===== src/rtl/instr_loader.sv =====
// -----------------------------------------------------------------------------
// instr_loader
//   Boot-time program loader. It pops bytes from a first-word-fall-through UART
//   RX FIFO and assembles them little-endian into instruction words. Each word
//   is written sequentially into instruction memory. A HALT_WORD (which is
//   itself written) or a full memory ends the load. One mode byte then selects
//   continuous run (0x00) or single-step (0x01); any other mode value is
//   ignored. In step mode every further byte yields one step pulse.
//
// Ports
//   clock        system clock, rising edge
//   reset        asynchronous active-low reset
//   din          FIFO head byte (valid while empty = 0)
//   empty        FIFO empty flag
//   read_tx      FIFO pop strobe, one cycle per byte
//   finish_send  byte-consumed pulse, coincident with read_tx
//   wr_en        instruction-memory write enable
//   wr_addr      instruction-memory word address
//   wr_data      assembled instruction word
//   loaded       program load complete (halt seen or memory full)
//   overflow     memory filled without a halt word
//   en_pipeline  pipeline run enable (continuous mode)
//   step         one-cycle single-step pulse (step mode)
//   run_mode     0 = continuous, 1 = step
// -----------------------------------------------------------------------------
module instr_loader #(
    parameter int unsigned NB_DATA   = 32,
    parameter int unsigned NB_BYTE   = 8,
    parameter int unsigned NB_ADDR   = 7,
    parameter int unsigned MEM_DEPTH = 128,
    parameter logic [NB_DATA-1:0] HALT_WORD = 32'hFFFF_FFFF
) (
    input  logic               clock,
    input  logic               reset,
    input  logic [NB_BYTE-1:0] din,
    input  logic               empty,
    output logic               read_tx,
    output logic               finish_send,
    output logic               wr_en,
    output logic [NB_ADDR-1:0] wr_addr,
    output logic [NB_DATA-1:0] wr_data,
    output logic               loaded,
    output logic               overflow,
    output logic               en_pipeline,
    output logic               step,
    output logic               run_mode
);

    localparam int unsigned BYTES = NB_DATA / NB_BYTE;
    localparam int unsigned BCW   = (BYTES > 1) ? $clog2(BYTES) : 1;
    localparam logic [BCW-1:0]     BC_LAST   = BCW'(BYTES - 1);
    localparam logic [NB_ADDR-1:0] ADDR_LAST = NB_ADDR'(MEM_DEPTH - 1);

    typedef enum logic [2:0] {
        S_RX,
        S_ACK,
        S_WRITE,
        S_WAIT_MODE,
        S_MODE_ACK,
        S_RUN,
        S_RUN_ACK
    } state_t;

    state_t             r_state;
    logic [BCW-1:0]     r_byte_cnt;
    logic [NB_ADDR-1:0] r_addr;
    logic [NB_DATA-1:0] r_word;
    logic [NB_BYTE-1:0] r_mode_byte;
    logic               r_read_tx;
    logic               r_finish_send;
    logic               r_wr_en;
    logic               r_loaded;
    logic               r_overflow;
    logic               r_en_pipeline;
    logic               r_step;
    logic               r_run_mode;

    always_ff @(posedge clock or negedge reset) begin
        if (!reset) begin
            r_state       <= S_RX;
            r_byte_cnt    <= '0;
            r_addr        <= '0;
            r_word        <= '0;
            r_mode_byte   <= '0;
            r_read_tx     <= 1'b0;
            r_finish_send <= 1'b0;
            r_wr_en       <= 1'b0;
            r_loaded      <= 1'b0;
            r_overflow    <= 1'b0;
            r_en_pipeline <= 1'b0;
            r_step        <= 1'b0;
            r_run_mode    <= 1'b0;
        end else begin
            // Strobes are single-cycle unless re-asserted below.
            r_read_tx     <= 1'b0;
            r_finish_send <= 1'b0;
            r_wr_en       <= 1'b0;
            r_step        <= 1'b0;

            case (r_state)
                S_RX: begin
                    if (!empty) begin
                        // Shifting in from the top lands byte 0 in bits
                        // [NB_BYTE-1:0] after BYTES pops, which is the same
                        // little-endian lane placement as indexing by
                        // byte_cnt, because every word fully replaces the
                        // register before it is written.
                        r_word        <= {din, r_word[NB_DATA-1:NB_BYTE]};
                        r_read_tx     <= 1'b1;
                        r_finish_send <= 1'b1;
                        r_state       <= S_ACK;
                    end
                end

                // Dead cycle: the FIFO pops here, so empty is not looked at.
                S_ACK: begin
                    if (r_byte_cnt == BC_LAST) begin
                        r_byte_cnt <= '0;
                        r_wr_en    <= 1'b1;
                        r_state    <= S_WRITE;
                    end else begin
                        r_byte_cnt <= r_byte_cnt + 1'b1;
                        r_state    <= S_RX;
                    end
                end

                // wr_en is high during this state; the halt word is written too.
                S_WRITE: begin
                    if (r_word == HALT_WORD) begin
                        r_loaded <= 1'b1;
                        r_state  <= S_WAIT_MODE;
                    end else if (r_addr == ADDR_LAST) begin
                        r_loaded   <= 1'b1;
                        r_overflow <= 1'b1;
                        r_state    <= S_WAIT_MODE;
                    end else begin
                        r_addr  <= r_addr + 1'b1;
                        r_state <= S_RX;
                    end
                end

                S_WAIT_MODE: begin
                    if (!empty) begin
                        r_mode_byte   <= din;
                        r_read_tx     <= 1'b1;
                        r_finish_send <= 1'b1;
                        r_state       <= S_MODE_ACK;
                    end
                end

                S_MODE_ACK: begin
                    if (r_mode_byte == NB_BYTE'(0)) begin
                        r_run_mode    <= 1'b0;
                        r_en_pipeline <= 1'b1;
                        r_state       <= S_RUN;
                    end else if (r_mode_byte == NB_BYTE'(1)) begin
                        r_run_mode <= 1'b1;
                        r_state    <= S_RUN;
                    end else begin
                        r_state <= S_WAIT_MODE;
                    end
                end

                // Bytes keep draining in both modes so the FIFO never jams.
                S_RUN: begin
                    if (!empty) begin
                        r_read_tx     <= 1'b1;
                        r_finish_send <= 1'b1;
                        r_state       <= S_RUN_ACK;
                    end
                end

                S_RUN_ACK: begin
                    r_step  <= r_run_mode;
                    r_state <= S_RUN;
                end

                default: r_state <= S_RX;
            endcase
        end
    end

    assign read_tx     = r_read_tx;
    assign finish_send = r_finish_send;
    assign wr_en       = r_wr_en;
    assign wr_addr     = r_addr;
    assign wr_data     = r_word;
    assign loaded      = r_loaded;
    assign overflow    = r_overflow;
    assign en_pipeline = r_en_pipeline;
    assign step        = r_step;
    assign run_mode    = r_run_mode;

endmodule


===== config.mk =====
export PLATFORM = sky130hd
export DESIGN_NAME = instr_loader
export DESIGN_NICKNAME = d
export VERILOG_FILES = /design/src/rtl/instr_loader.sv
export SDC_FILE = /design/constraint.sdc
export NUM_CORES = 1
export LEC_CHECK = 0
export ABC_AREA = 1
export BUFFER_PORTS_ARGS = -buffer_cell sky130_fd_sc_hd__buf_2
export CORE_UTILIZATION = 50
export DETAILED_ROUTE_END_ITERATION = 8
export PLACE_DENSITY_LB_ADDON = 0.2
export SETUP_SLACK_MARGIN = 0.05
export SYNTH_ARGS = -nofsm -noshare
export SYNTH_HDL_FRONTEND = slang
export SYNTH_SLANG_ARGS = --single-unit

===== constraint.sdc =====
create_clock -name clock -period 1.5 [get_ports clock]
set_input_delay 0.3 -clock clock [delete_from_list [all_inputs] [get_ports clock]]
set_output_delay 0.3 -clock clock [all_outputs]
set_load 0.01 [all_outputs]

# Word level (Yosys, flattened, before mapping)

Cells that the tools add are included.

Register bits after elaboration: 59
Bits of input ports: 11
Output and inout port bits: 47

Add/subtract/negate cells: 2
Equality and inequality tests: 13
Multiplexer cells: 19
Bitwise logic cells: 3
Reductions and logical operators: 13

Operators with widths:

| kind                 | count |
|---|---|
| $eq 32x32->1 const B | 1 |
| $pmux 3 s7           | 1 |
| $mux 3               | 5 |
| $reduce_and 2->1     | 5 |
| $eq 3x3->1 const B   | 3 |
| $mux 1               | 9 |
| $reduce_and 3->1     | 3 |
| $eq 8x1->1 const B   | 1 |
| $logic_not 8->1      | 1 |
| $mux 2               | 4 |
| $add 7x1->7 const B  | 1 |
| $eq 7x7->1 const B   | 1 |
| $eq 3x2->1 const B   | 2 |
| $ne 2x2->1 const B   | 3 |
| $reduce_bool 2->1    | 2 |
| $eq 3x1->1 const B   | 1 |
| $logic_not 3->1      | 1 |
| $not 1->1            | 3 |
| $reduce_or 3->1      | 1 |
| $add 2x1->2 const B  | 1 |
| $eq 2x2->1 const B   | 1 |

# Logic depth before layout (Yosys ltp)

Gate-level depths: netlist of run 1.

Depth after elaboration: 4
Depth in mapped cells: 10
Mapped depth without buffers: 10

# Least setup slack after synthesis of run 1

OpenSTA, ideal clock, no wires.

Path kind: reg-to-reg
Start: register r_addr[0] (netlist: wr_addr[0])
End: register r_addr[3] (netlist: wr_addr[3])
Setup time: 76 ps
Arrival: 1268 ps
Required time: 1424 ps
Slack: 156 ps
Stages on the path, launching flop included: 9
Path buffers: 0
Clock period less this slack: 1344 ps
Path through: dfrtp_1 ha_1 nand4_1 inv_1 nand2_1 nand3_4 inv_2 nand2_1 o21ai_1

Cells in the longest elaborated chain, start to end: 3
Elaborated cells on any way between the ends: 4
Those cells by class: 1 x add/sub; 1 x eq/ne; 1 x bitwise; 1 x reduce/logical

Ends and longest elaborated chain:

| item                                                | line | text |
|---|---|---|
| from (decl)                                         | 66   | `logic [NB_ADDR-1:0] r_addr;` |
| from (signal assigned)                              | 137  | `r_addr <= r_addr + 1'b1;` |
| branches (longest 3 deep; another with $add 7x1->7) | --   |  |

Several ways; the timed one is not identified.
A chain may end at the register's enable or synchronous reset.

# Worst setup path in the final report of run 1

Start: register r_state[1]
End: register r_word[6] (netlist: wr_data[6])

Cells in the longest elaborated chain, start to end: 2

Ends and longest elaborated chain:

| item                       | line | text |
|---|---|---|
| from (decl)                | 64   | `state_t r_state;` |
| from (signal assigned)     | 80   | `r_state <= S_RX;` |
| from (signal assigned)     | 111  | `r_state <= S_ACK;` |
| from (signal assigned)     | 120  | `r_state <= S_WRITE;` |
| $logic_not 3->1            | 100  | `case (r_state)` |
| $reduce_and 2->1 (no line) | --   |  |
| to (signal assigned)       | 108  | `r_word <= {din, r_word[NB_DATA-1:NB_BYTE]};` |
| to (decl)                  | 67   | `logic [NB_DATA-1:0] r_word;` |

Every way passes these cells.

==> results of run 1 <==
stage by stage:
| step | power [mW] | setup WS, ns | util | std cells |
|---|---|---|---|---|
| after CTS | 7.01 | 0.0669 | 0.632 | 423 |
| after floorplan | 4.84 | 0.156 | - | 277 |
| final | 7.02 | 0.140 | 0.642 | 427 |
| after global placement | 5.64 | 0.145 | 0.597 | 406 |
| after global routing | 7.58 | 0.0206 | 0.642 | 427 |
| after detailed placement | 5.71 | 0.0765 | 0.597 | 406 |
how the worst min path moves through the flow:
stage / slack [ns] / endpoint / from
after CTS: 0.22 / wr_data[28] / din[4]
after global routing: 0.25 / wr_data[26] / din[2]
after detailed placement: 0.24 / wr_data[3] / reset
after global placement: 0.24 / wr_data[3] / reset
final: 0.24 / wr_data[28] / din[4]
after floorplan: 0.004 / en_pipeline / reset
synth_stat cells, types with 2 or more instances:
cell	number
ha_1	2
buf_12	2
nand2_2	7
o21ai_1	9
o21ai_2	16
mux2_4	8
inv_2	4
o21ai_0	5
xor2_1	3
dfrtp_1	59
nor2_1	26
nand3_2	3
buf_6	6
inv_1	28
nand2_1	67
a21oi_1	10
nand3_1	4
xnor2_1	3
routing by layer:
layer / vias to the layer above / global-route usage / part of all wire
met5: - / 0 / 0
met2: 49 / 0.285 / 0.45
met4: 0 / 0.112 / 0.022
met1: 919 / 0.254 / 0.48
met3: 7 / 0.0419 / 0.044
li1: 1026 / - / -
what timing repair did:
item	in CTS	in global routing
endpoints found under the setup margin	0	11
setup buffers	0	3
hold buffers	1	0
hold endpoints to repair	14	0
gates resized for setup	0	6
cell usage in the layout, fill, tap and decap left out, types with 2 or more instances in the layout:
| cell | instances |
|---|---|
| inv_1 | 28 |
| buf_12 | 2 |
| buf_4 | 12 |
| nand3_2 | 4 |
| dfrtp_1 | 59 |
| o21ai_0 | 5 |
| xor2_1 | 3 |
| mux2_4 | 8 |
| clkbuf_8 | 11 |
| nor2_1 | 26 |
| nand3_1 | 4 |
| clkinv_2 | 2 |
| nand2_1 | 65 |
| xnor2_1 | 3 |
| clkbuf_1 | 3 |
| nand2_2 | 8 |
| a21oi_1 | 10 |
| inv_2 | 3 |
| buf_2 | 57 |
| o21ai_2 | 16 |
| o21ai_1 | 9 |
| nand2_4 | 2 |
sequential cells by signal, summed over array words and instances (netlist names):
name	flops
r_byte_cnt	2
wr_addr	7
loaded	1
en_pipeline	1
wr_en	1
overflow	1
run_mode	1
r_state	3
r_mode_byte	8
step	1
finish_send	1
wr_data	32
layout make-up:
cell class                 instances  area [um^2]  area share
timing repair buffer              72          425       0.127
sequential                        59         1480       0.442
inverter                          32          123      0.0367
multi-input combinational        178         1060       0.316
tap                               70         87.6      0.0262
clock inverter                     2         10.0     0.00300
clock buffer                      14          163      0.0487
cells by family after synthesis:
family | Yosys count | synth area share
buf+inv | 41 | 0.0858
flops | 59 | 0.539
simple gates | 118 | 0.200
xor+xnor | 6 | 0.0192
fa+ha+maj | 2 | 0.00913
compound gates | 43 | 0.104
mux | 8 | 0.0438
power by group through the flow:
stage	registers (mW)	clock network (mW)	logic [mW]
after floorplan	3.06	0	1.78
after global placement	2.82	0	2.82
after detailed placement	2.84	0	2.87
after CTS	2.81	1.31	2.89
after global routing	2.91	1.37	3.30
final	2.80	1.28	2.94
worst min-delay path, stage by stage:
cell	delay, ns
buf_2	0.10
inv_1	0.07
o21ai_2	0.06
==> impl_metrics.py, run 1 <==
metrics = {
    "sta": {
        "skew_ns": 0.00669,
        "hold_slack_ns": 0.236,
        "finalSetupViolations": 0,
        "fin_tns_setup_ns": 0,
        "period_share": 0.906,
        "finalCriticalPeriod_ns": 1.36,
        "max_slew_margin": 0.754,
        "hold_viol": 0,
        "fmax_mhz": 735,
        "tightest_slew_ns": 0.368,
        "maxSlewViolCount": 0,
        "rsz0062_at_grt": "yes",
    },
    "power_and_ir_drop": {
        "combPwrFrac": 0.419,
        "swShare": 0.382,
        "p_leak_nw": 1.79,
        "ir_drop_v": 0.00106,
        "clkPwrFrac": 0.182,
        "p_seq_frac": 0.399,
        "internal-power_mw": 4.33,
        "switchingPower_mw": 2.68,
        "p_per_area_nw_per_um2": 2100,
    },
    "synthesis": {
        "synth.largest_area_cell": "dfrtp_1",
        "yosysUniqueCellTypes": 33,
        "synth_flop_cell": "dfrtp_1",
        "synth_area_um2": 2740,
        "synth_fp_nets": 290,
        "synth.yosys.seq_area_share": 0.539,
        "synth.top_cell.area_share": 0.539,
        "yosys_warnings": 0,
        "synth.area.top_cells": "dfrtp_1 (54%), nand2_1 (9.2%), o21ai_2 (5.1%)",
        "avgSynthCellArea_um2": 9.90,
        "synthCells": 277,
        "async_flop_share": 1.00,
        "synth-edff-count": 0,
        "ys_seq_elements": 59,
    },
    "placed_design": {
        "place_area_um2": 3110,
        "place.port_buffers": 57,
        "dp_hpwl_um": 3510,
        "gp_congestion": 0.824,
    },
    "die": {
        "fp-row-count": 26,
        "die_y_um": 76.0,
        "ioPinCount": 58,
        "die_x_um": 76.0,
        "dieArea_um2": 5780,
        "design.core.area_um2": 5200,
        "initial_core_util": 0.527,
    },
    "route": {
        "vias": 2001,
        "ant_nets": 0,
        "drcViolationCount": 0,
        "drt_wl_total_um": 5070,
        "vias_per_cell": 4.69,
        "drtIter0Drc": 85,
        "drtPass1Iterations": 4,
        "wl_per_cell_um": 11.9,
    },
    "setup_path": {
        "endpoint": "wr_data[6]",
        "r2r_end": "wr_data[6]",
        "required_ns": 1.72,
        "critPathBufInv": 1,
        "cp.arrival_ns": 1.58,
        "crit_start": "r_state[1]",
        "reg2reg_depth": 4,
        "path_depth": 4,
        "slowest_delay_ns": 0.43,
        "reg2reg_from": "r_state[1]",
        "start_kind": "register",
        "crit_chain": "nor2_4 > nand3_2 > buf_12 > mux2_4",
        "crit_family": "flip-flops",
        "end_kind": "register",
        "path_class": "reg -> reg",
        "crit_fanout": 56,
        "cp_slowest_cell": "dfrtp_1",
        "reg2reg_slack_ns": 0.14,
    },
    "final_layout": {
        "n_fill_cell": 475,
        "area_growth_pct": 21.9,
        "nNetsFinal": 365,
        "drive_above_1_share": 0.375,
        "diodes": 0,
        "fin_area_um2": 3340,
    },
    "global_route": {
        "grt_pass1_wl_um": 8450,
        "gr-total-overflow": 0,
        "grt_pass1_vias": 1837,
        "grt_use_total": 0.190,
        "grt_antenna_before_repair": 0,
        "grt_max_degree": 57,
    },
    "clock_network": {
        "cts_max_level": 3,
        "clk_pin_slew_ns": 0.07,
        "clock_sinks": 59,
        "numCtsBuffers": 9,
        "cts_tree": "built",
        "clk_path_buf_depth": 2,
        "clkLatencyLatePin_ns": 0.33,
        "cts-root-buf": "clkbuf_8",
    },
    "min_path": {
        "min_path_type": "in -> reg",
        "min_path_cells": 3,
    },
    "run": {
        "drv_cap": 0,
    },
    "outcome": {
        "outcome": "finished, final reports clean",
    },
}
Note: power is estimated with default switching activity, not from simulation.
==> inputs of run 2 (changes only) <==
- RECOVER_POWER: default -> 100
==> impl_metrics.py, run 2 (synthesis gave the netlist of run 1 again) <==
metrics = {
    "outcome": {
        "outcome": "finished, final reports clean",
    },
    "route": {
        "drt_wl_total_um": 5100,
        "vias": 1984,
        "vias_per_cell": 4.65,
        "drtIter0Drc": 91,
        "drcViolationCount": 0,
        "wl_per_cell_um": 11.9,
        "drtPass1Iterations": 4,
        "ant_nets": 0,
    },
    "final_layout": {
        "drive_above_1_share": 0.174,
        "diodes": 0,
        "regArea_um2": 1480,
        "multi_input_area_um2": 961,
        "final_common_cell": "nand2_1",
        "area_growth_pct": 15.9,
        "final_cell_mix": "nand2_1 (69), dfrtp_1 (59), clkbuf_1 (49), inv_1 (29), nor2_1 (26)",
        "largest_reg_flops": 32,
        "nNetsFinal": 365,
        "fin_area_um2": 3180,
        "n_fill_cell": 527,
    },
    "setup_path": {
        "critPathBufInv": 1,
        "crit_fanout": 56,
        "crit_chain": "nor2_4 > nand3_1 > buf_12 > mux2_1",
        "cp.arrival_ns": 1.60,
        "end_kind": "register",
        "path_class": "reg -> reg",
        "slowest_delay_ns": 0.43,
        "cp_slowest_cell": "dfrtp_1",
        "start_kind": "register",
        "required_ns": 1.71,
        "crit_family": "flip-flops",
    },
    "global_route": {
        "grt_pass1_wl_um": 8450,
        "grt_pass1_vias": 1837,
        "gr-total-overflow": 0,
        "grt_antenna_before_repair": 0,
        "grt_use_total": 0.190,
        "grt_max_degree": 57,
    },
    "placed_design": {
        "place.port_buffers": 57,
        "gp_congestion": 0.824,
        "dp_hpwl_um": 3510,
        "place_area_um2": 3110,
    },
    "sta": {
        "skew_ns": 0.00498,
        "max_slew_margin": 0.718,
        "finalCriticalPeriod_ns": 1.39,
        "maxSlewViolCount": 0,
        "period_share": 0.924,
        "hold_viol": 0,
        "fmax_mhz": 722,
        "finalSetupViolations": 0,
        "tightest_slew_ns": 0.423,
        "fin_tns_setup_ns": 0,
        "rsz0062_at_grt": "yes",
    },
    "power_and_ir_drop": {
        "ir_drop_v": 0.000969,
        "p_per_area_nw_per_um2": 2070,
        "p_leak_nw": 1.58,
    },
    "run": {
        "drv_cap": 0,
    },
    "clock_network": {
        "clk_path_buf_depth": 2,
        "clkLatencyLatePin_ns": 0.33,
        "cts_max_level": 3,
        "cts-root-buf": "clkbuf_8",
        "clk_pin_slew_ns": 0.06,
        "cts_tree": "built",
        "numCtsBuffers": 9,
        "clock_sinks": 59,
    },
    "die": {
        "design.core.area_um2": 5200,
        "initial_core_util": 0.527,
        "ioPinCount": 58,
        "die_y_um": 76.0,
        "die_x_um": 76.0,
        "fp-row-count": 26,
        "dieArea_um2": 5780,
    },
    "min_path": {
        "min_path_type": "in -> reg",
    },
}
run 2: cell count changes in the layout (fill, tap and decap cells not counted), moves of 5 or more:
cell and change:
clkbuf_1 +46, buf_2 -43, o21ai_0 +13, o21ai_2 -10, mux2_1 +7, mux2_4 -7
buf_4 -5
run 2: through the flow:
step,setup slack (ns),cells,hold slack [ns],utilization,power [mW]
after floorplan,0.156,277,0.00441,-,4.84
after global placement,0.145,406,0.237,0.597,5.64
after detailed placement,0.0765,406,0.239,0.597,5.71
after CTS,0.0669,423,0.222,0.632,7.01
after global routing,0.0239,427,0.241,0.611,7.13
final,0.114,427,0.236,0.611,6.57
run 2: worst reg2reg max path, delay by kind of cell (launching register included):
kind,cells,cell delay [ns]
buf+inv,1,0.22
simple gates,2,0.28
mux,1,0.35
flops,1,0.43
run 2: report_power, final:
| part | internal (mW) | total, mW | switching (mW) |
|---|---|---|---|
| logic | 1.02 | 2.50 | 1.48 |
| clock network | 0.686 | 1.27 | 0.582 |
| registers | 2.29 | 2.80 | 0.511 |
| total | 4.00 | 6.57 | 2.57 |
run 2: final timing paths:
check,startpoint,cells after the start,slack [ns],end
setup / recovery,r_state[1],4,0.11,wr_data[7]
hold / removal,empty,3,0.24,r_state[1]
setup reg to reg,r_state[1],4,0.11,wr_data[7]
hold reg to reg,en_pipeline,1,0.46,en_pipeline
max in group asynchronous,reset,3,0.36,wr_data[20]
min in group asynchronous,reset,2,0.41,wr_data[3]
run 2: timing repair:
| item | 4_1_cts | 5_1_grt |
|---|---|---|
| endpoints found under the hold margin | 14 | 0 |
| resized for setup | 0 | 6 |
| setup buffers | 0 | 3 |
| hold buffers | 1 | 0 |
| endpoints found under the setup margin | 0 | 11 |
run 2: final cells by class:
cell class | count | share of cell area
Clock buffer | 14 | 0.0512
Clock inverter | 2 | 0.00315
Inverter | 32 | 0.0386
Multi-Input combinational cell | 178 | 0.302
Sequential cell | 59 | 0.465
Tap cell | 70 | 0.0276
Timing Repair Buffer | 72 | 0.113
run 2: routing by layer:
layer | part of all wire | up-vias | wire length (um) | global-route usage
li1 | - | 1029 | - | -
met1 | 0.50 | 910 | 2530 | 0.254
met2 | 0.44 | 38 | 2260 | 0.285
met3 | 0.038 | 7 | 193 | 0.0419
met4 | 0.022 | 0 | 110 | 0.112
met5 | 0 | - | 0 | 0
